**src/rtl/cpu_run_controller_pkg.sv**
```systemverilog
// ---------------------------------------------------------------------------
// cpu_run_controller_pkg
//   Shared types and widths for the CPU run/halt/single-step sequencer.
//   State encodings: HALT=0, RUN=1, BRK=2.
// ---------------------------------------------------------------------------
package cpu_run_controller_pkg;

  typedef enum logic [1:0] {
    CTL_HALT = 2'd0,
    CTL_RUN  = 2'd1,
    CTL_BRK  = 2'd2
  } ctl_state_e;

  localparam int INST_CNT_W = 32;
  localparam int PC_W       = 32;

endpackage

```
**src/rtl/cpu_run_controller_tick_gen.sv**
```systemverilog
// ---------------------------------------------------------------------------
// cpu_run_controller_tick_gen
//   Prescale divider for free-run mode. div_cnt counts 0..PRESCALE-1 and wraps.
//   tick is combinational and high while div_cnt==PRESCALE-1.
// Ports:
//   clk      in  system clock
//   reset_n  in  synchronous active-low reset (zeroes div_cnt)
//   clear    in  synchronous clear (zeroes div_cnt)
//   tick     out combinational, div_cnt==PRESCALE-1
// ---------------------------------------------------------------------------
module cpu_run_controller_tick_gen #(
  parameter int PRESCALE = 25_000_000,
  parameter int CNT_W    = 25
) (
  input  logic clk,
  input  logic reset_n,
  input  logic clear,
  output logic tick
);

  localparam logic [CNT_W-1:0] LAST = CNT_W'(PRESCALE - 1);

  logic [CNT_W-1:0] div_cnt;

  always_ff @(posedge clk) begin
    if (!reset_n || clear) begin
      div_cnt <= '0;
    end else if (div_cnt == LAST) begin
      div_cnt <= '0;
    end else begin
      div_cnt <= div_cnt + CNT_W'(1);
    end
  end

  assign tick = (div_cnt == LAST);

endmodule

```
**src/rtl/cpu_run_controller.sv**
```systemverilog
// ---------------------------------------------------------------------------
// cpu_run_controller
//   Run/halt/single-step sequencer for the CPU core. Produces a one-cycle
//   cpu_en pulse per instruction, either from a step button edge or from a
//   prescaled free-run tick, and counts issued pulses.
//   Optional feature macro: CPU_BREAKPOINT_EN -- a free-run tick whose pc
//   matches an armed breakpoint is swallowed and the sequencer parks in BRK.
//   Without the macro BRK is unreachable and bp_hit is tied low; the port
//   list is the same in both builds.
// Ports:
//   clk       in   system clock
//   reset_n   in   synchronous active-low reset
//   run_sw    in   level, 1 = free-run requested
//   step_btn  in   debounced, each rising edge = one step
//   cnt_clr   in   synchronous clear of inst_cnt (beats an increment)
//   pc        in   current CPU program counter
//   bp_adrs   in   breakpoint address
//   bp_valid  in   breakpoint armed
//   cpu_en    out  registered 1-cycle enable pulse
//   running   out  registered, state==RUN
//   bp_hit    out  registered, state==BRK
//   inst_cnt  out  registered count of cpu_en pulses
// ---------------------------------------------------------------------------
module cpu_run_controller
  import cpu_run_controller_pkg::*;
#(
  parameter int PRESCALE = 25_000_000,
  parameter int CNT_W    = 25
) (
  input  logic                  clk,
  input  logic                  reset_n,
  input  logic                  run_sw,
  input  logic                  step_btn,
  input  logic                  cnt_clr,
  input  logic [PC_W-1:0]       pc,
  input  logic [PC_W-1:0]       bp_adrs,
  input  logic                  bp_valid,
  output logic                  cpu_en,
  output logic                  running,
  output logic                  bp_hit,
  output logic [INST_CNT_W-1:0] inst_cnt
);

  ctl_state_e state;
  ctl_state_e next_state;
  logic       next_en;
  logic       step_prev;
  logic       step_edge;
  logic       tick;
  logic       div_clear;
  logic       bp_match;

  // step_prev resets to 1 so a button held through reset is not an edge.
  assign step_edge = step_btn && !step_prev;

  // Divider only runs while we stay in RUN; any other cycle restarts it so
  // the first pulse after entering RUN lands exactly PRESCALE cycles later.
  assign div_clear = !((state == CTL_RUN) && run_sw);

  cpu_run_controller_tick_gen #(
    .PRESCALE (PRESCALE),
    .CNT_W    (CNT_W)
  ) u_tick_gen (
    .clk     (clk),
    .reset_n (reset_n),
    .clear   (div_clear),
    .tick    (tick)
  );

`ifdef CPU_BREAKPOINT_EN
  // pc is only looked at on a RUN tick, when cpu_en is low and pc is stable.
  assign bp_match = bp_valid && (pc == bp_adrs);
`else
  logic unused_bp;
  assign bp_match  = 1'b0;
  assign unused_bp = ^{pc, bp_adrs, bp_valid};
`endif

  always_comb begin
    next_state = state;
    next_en    = 1'b0;
    case (state)
      CTL_HALT: begin
        if (step_edge) begin
          next_en    = 1'b1;
          next_state = run_sw ? CTL_RUN : CTL_HALT;
        end else if (run_sw) begin
          next_state = CTL_RUN;
        end
      end
      CTL_RUN: begin
        // Dropping run_sw wins over a tick on the same edge.
        if (!run_sw) begin
          next_state = CTL_HALT;
        end else if (tick) begin
          if (bp_match) next_state = CTL_BRK;
          else          next_en    = 1'b1;
        end
      end
      CTL_BRK: begin
        // A step leaves BRK without re-checking the breakpoint.
        if (step_edge) begin
          next_en    = 1'b1;
          next_state = run_sw ? CTL_RUN : CTL_HALT;
        end else if (!run_sw) begin
          next_state = CTL_HALT;
        end
      end
      default: next_state = CTL_HALT;
    endcase
  end

  always_ff @(posedge clk) begin
    if (!reset_n) begin
      state     <= CTL_HALT;
      cpu_en    <= 1'b0;
      running   <= 1'b0;
      step_prev <= 1'b1;
      inst_cnt  <= '0;
    end else begin
      state     <= next_state;
      cpu_en    <= next_en;
      running   <= (next_state == CTL_RUN);
      step_prev <= step_btn;
      if (cnt_clr)     inst_cnt <= '0;
      else if (cpu_en) inst_cnt <= inst_cnt + INST_CNT_W'(1);
    end
  end

`ifdef CPU_BREAKPOINT_EN
  logic bp_hit_q;

  always_ff @(posedge clk) begin
    if (!reset_n) bp_hit_q <= 1'b0;
    else          bp_hit_q <= (next_state == CTL_BRK);
  end

  assign bp_hit = bp_hit_q;
`else
  assign bp_hit = 1'b0;
`endif

endmodule
```
**config.mk**
```make
export PLATFORM = sky130hd
export DESIGN_NAME = cpu_run_controller
export DESIGN_NICKNAME = d
export VERILOG_FILES = /design/src/rtl/cpu_run_controller_pkg.sv /design/src/rtl/cpu_run_controller_tick_gen.sv /design/src/rtl/cpu_run_controller.sv
export SDC_FILE = /design/constraint.sdc
export NUM_CORES = 1
export LEC_CHECK = 0
export BUFFER_PORTS_ARGS = -buffer_cell sky130_fd_sc_hd__buf_2
export CORE_MARGIN = 10
export CORE_UTILIZATION = 30
export DETAILED_ROUTE_END_ITERATION = 10
export PLACE_DENSITY = 0.6
export RECOVER_POWER = 50
export SYNTH_ARGS = -nofsm -noshare
export SYNTH_HDL_FRONTEND = slang
export SYNTH_SLANG_ARGS = --single-unit
```
**constraint.sdc**
```tcl
create_clock -name clk -period 2.2 [get_ports clk]
set_input_delay 0.11 -clock clk [delete_from_list [all_inputs] [get_ports clk]]
set_output_delay 0.11 -clock clk [all_outputs]
set_load 0.005 [all_outputs]
```
==> results.md <==
Status:
- The run finished with clean final reports.

Floorplanning:
- For this configuration, the core starts out at a cell density of a little under a third.
- The floorplan has 35 rows.
- The core box area is about 9300 um2.
- In this run the horizontal extent of the chip is 118.4 um.
- The floorplan step defined a die boundary enclosing ~14,000 um2.
- 105 I/O pins were placed.
- The die outline height is 118.4 um.

Timing:
- Adding up every negative setup slack in the final design gives 0 ns.
- The minimum clock period is 2.018 ns.
- The total count of max-transition violations in the final report was 0.
- Setup repair after global routing left no endpoint under its margin.
- Derived from the worst setup path, the maximum achievable clock frequency is 495.5 MHz.
- Setup violations remaining at the end of the flow were counted as 0.
- In the finished design, the share of the clock period the worst path needs comes to 91.74%.
- Once routing completed, OpenROAD measured the worst setup slack at 0.1818 ns.
- The number of failing hold endpoints at the final stage is 0.
- On the final layout, the worst clock skew is roughly 0.0089 ns.
- For the pin with the worst max-slew slack, the measured transition is 0.6621 ns.
- In this run the tightest slew margin relative to its limit is roughly 56%.

Power:
- The total power divided by cell area is 607.0 nW/um2.
- The worst-case IR drop observed on VDD is just under 300 uV.
- The share of total power dissipated in combinational logic is 1.8%.
- The internal portion of the total power is 0.001614 W.
- The proportion of power drawn by the clock network is 44.4%.
- Of the total power, registers draw 53.8%.
- The design draws approximately 0.0021 W.
- The leakage power of the design is 1.083 nW.
- The net switching power is 0.0004823 W.
- Net switching is between 20% and 30% of the power.

Critical path:
- The capturing element type of the critical path is a flip-flop.
- The most common cell type on the critical path is or4_1.
- The signal on the critical path passes through nand4_1 -> or4_1 -> buf_4 -> or4_1 -> a21oi_1.
- The arrival time at the worst endpoint is 2.30 ns.
- STA classifies the critical path startpoint as a flip-flop.
- On the critical path, the stage with the largest delay is an instance of or4_1.
- The highest fanout seen on the critical path is 16.
- The data required time of the critical path is 2.48 ns.
- The worst setup path is of the reg -> reg kind.
- For the worst flop-to-flop path, the logic depth is 5.
- In this run the register-to-register setup slack is between 0.15 and 0.2 ns.
- The highest cell delay on the worst timing path is 0.55 ns.

GRT:
- The global-route track usage on met1 is 11.47%.
- Entering global routing, the biggest net connects 18 pins.
- In the global route stage, met2 resource usage came out at 16.03%.
- The global-route congestion overflow total is 0.
- The via count of the first global-routing pass came to 2,507.
- The number of antenna violations at the first check in global routing is 0.
- The first global-routing pass estimated approximately 12 mm of wire.
- Global routing used roughly a tenth of the available tracks.
- The layer with the highest usage after global routing is met2.
- The fraction of met3 tracks used by global routing is 3.998%.

CTS:
- The number of buffers inserted for hold repair after clock tree synthesis is 2.
- For the worst-skew pair, the clock arrives at the later sink with an insertion delay of about 0.34 ns.
- The total setup buffers inserted after CTS is 0.
- TritonCTS built the clock tree.
- Buffers inserted during clock tree synthesis total 9.
- The number of gates resized after CTS is 0.
- The H-tree was split into 3 levels.
- Clock-pin slew was measured on the worst setup and hold paths at 0.08 ns.
- The maximum number of buffers from clock root to sink is 2.
- The root buffer cell is clkbuf_8.
- The clock sink total is 62.

Final layout:
- The number of nets at the end of the flow is 458.
- The number of antenna diodes in the final layout is 0.
- Cells fill 37.02% of the core in the end.
- The footprint of the multi-input gates is approximately 1500 um2.
- The layout cell share with drive strength beyond 1 is between 10% and 20%.
- The growth of design area from synthesis to finish is 18.91%.
- The count of cells in the finished layout, fillers not included, comes to 520.
- After filler insertion, the fill cell instance count of the layout stands at roughly 1.0k.
- The register cell area after layout is 1241 um2.

Placed design:
- OpenSTA, run right after detailed placement, puts the worst setup slack at 0.1969 ns.
- Buffers placed on the I/O ports in this run total 38.
- The number of placed instances, taps included is 502.
- The routability-driven placement congestion ratio is 0.8078.
- The HPWL after detailed placement is 5.007 mm.

Yosys:
- The number of nets handed over by synthesis was 406.
- After synthesis, the netlist uses 40 different library cells.
- The register area share after synthesis is between 40% and 50%.
- The mean post-synth cell area is 8.695 um2.
- The async set-reset flop share out of synthesis is 0%.
- In this run, synthesis produced a sequential element count of 62.
- Synthesis produced a netlist whose cell count is approximately 330.
- Yosys attributes the largest share of cell area to dfxtp_1 43%, or4_1 5.9%, o31ai_1 4.9%.
- Yosys mapped a number of flops with a built-in enable equal to 0.
- The library cell with the largest summed area after synthesis is dfxtp_1.
- In this run the biggest area consumer among cell types represents a little over two fifths of the synthesized area.
- Among all flip-flop cells after synthesis, the most frequent one is dfxtp_1.
- The synthesized area is 2904 um2.
- Yosys printed 0 warnings.

Hold path:
- The worst hold path was traced through 3 stages.
- The class of the most critical hold timing path is in -> reg.

Detailed routing:
- After the first detailed-routing iteration, the DRC count stood at ~140.
- The total iterations of the first detailed-routing run is 4.
- In the final routed layout, each cell accounts on average for 13.36 um.
- The routed layout has 2,660 vias.
- The final wirelength is 6.949 mm.
- After detailed routing, the number of vias per cell comes to 5.115.
- The count of antenna-violating nets left after detailed routing is 0.
- The detailed-route DRC error count is 0.

Run:
- The tool flagged a number of max-cap violations equal to 0.
-- cell usage after synthesis, types with 8 or more instances --
| cell | count |
|---|---|
| a21oi_1 | 26 |
| and3_1 | 8 |
| clkbuf_1 | 15 |
| dfxtp_1 | 62 |
| nand2_1 | 20 |
| nand3_1 | 23 |
| nand4_1 | 14 |
| nor2_1 | 29 |
| o31ai_1 | 19 |
| or4_1 | 23 |
| xor2_1 | 16 |
-- final timing paths --
check                                                      start                               end
worst max-delay path                   inst_cnt[20]$_SDFFE_PP0P_         inst_cnt[27]$_SDFFE_PP0P_
worst min-delay path                                      run_sw               state[0]$_SDFF_PN0_
worst max register to register         inst_cnt[20]$_SDFFE_PP0P_         inst_cnt[27]$_SDFFE_PP0P_
worst min register to register  u_tick_gen.div_cnt[0]$_SDFF_PP0_  u_tick_gen.div_cnt[0]$_SDFF_PP0_
-- logic make-up after synthesis --
logic type,Yosys count,synth area share [%]
adders and majority gates,2,0.8616
AOI/OAI and AO/OA,62,13.96
and+or+nand+nor,156,30.63
DFF,62,42.74
xor gates and xnor gates,23,6.937
other,1,0.1291
buffers and inverters,26,4.050
muxes,2,0.6894
-- cell type report --
class / instances / share of cell area (%)
clock buffers: 12 / 4.493
inverters: 7 / 0.7609
well taps: 129 / 4.674
flip-flops and latches: 62 / 35.94
repair buffers: 60 / 8.514
multi-input cells: 246 / 44.75
clock inverters: 4 / 0.8696
-- power groups by stage --
stage / Clock [W] / Sequential [W] / Combinational (W)
after CTS: 0.000964 / 0.00113 / 0.0000382
after global routing: 0.00102 / 0.00113 / 0.0000417
after floorplan: 0 / 0.00115 / 0.0000229
after global placement: 0 / 0.00115 / 0.0000352
final: 0.000931 / 0.00113 / 0.0000368
after detailed placement: 0 / 0.00115 / 0.0000355
-- placed cells by master, fill, tap and decap left out, drive strengths merged --
cell / n
nor4: 4
o21ai: 7
nand2b: 5
inv: 8
and4: 7
xnor2: 7
a22o: 1
and2: 4
and3: 9
xor2: 16
o31ai: 20
or4: 24
ha: 2
conb: 1
clkinvlp: 1
a21oi: 26
o21a: 2
mux2i: 2
dfxtp: 62
or3: 7
clkinv: 2
nor2b: 4
nor3: 2
nand3: 23
nand2: 20
nor3b: 1
o41ai: 2
or4b: 1
nor4b: 1
nand4: 15
nor2: 29
buf: 24
o31a: 2
dlygate4sd3: 2
clkbuf: 46
o311ai: 2
-- sequential cells by signal (all words and copies together), names as in the netlist --
name                cells
inst_cnt               32
u_tick_gen.div_cnt     25
state                   2
cpu_en                  1
running                 1
step_prev               1
-- layer usage --
| layer | vias to the layer above | share of wire [%] | wire length (um) |
|---|---|---|---|
| li1 | 1340 | - | - |
| met1 | 1268 | 47 | 3256 |
| met2 | 44 | 48 | 3316 |
| met3 | 8 | 4.5 | 313 |
| met4 | 0 | 0.88 | 61 |
| met5 | - | 0 | 0 |
-- critical path: cells and delay by family, from the launching register on --
kind / cells / cell delay, ns
AOI/OAI and AO/OA: 1 / 0.14
buffers and inverters: 1 / 0.20
DFF: 1 / 0.42
and+or+nand+nor: 3 / 1.18
-- per-stage QoR --
stage / hold WS, ns / area, um2
after floorplan: 0.1830 / 2904
after global placement: 0.3065 / 3314
after detailed placement: 0.3118 / 3314
after CTS: 0.06720 / 3520
after global routing: 0.08633 / 3453
final: 0.07430 / 3453
No activity file was read; power rests on OpenSTA's default activity.
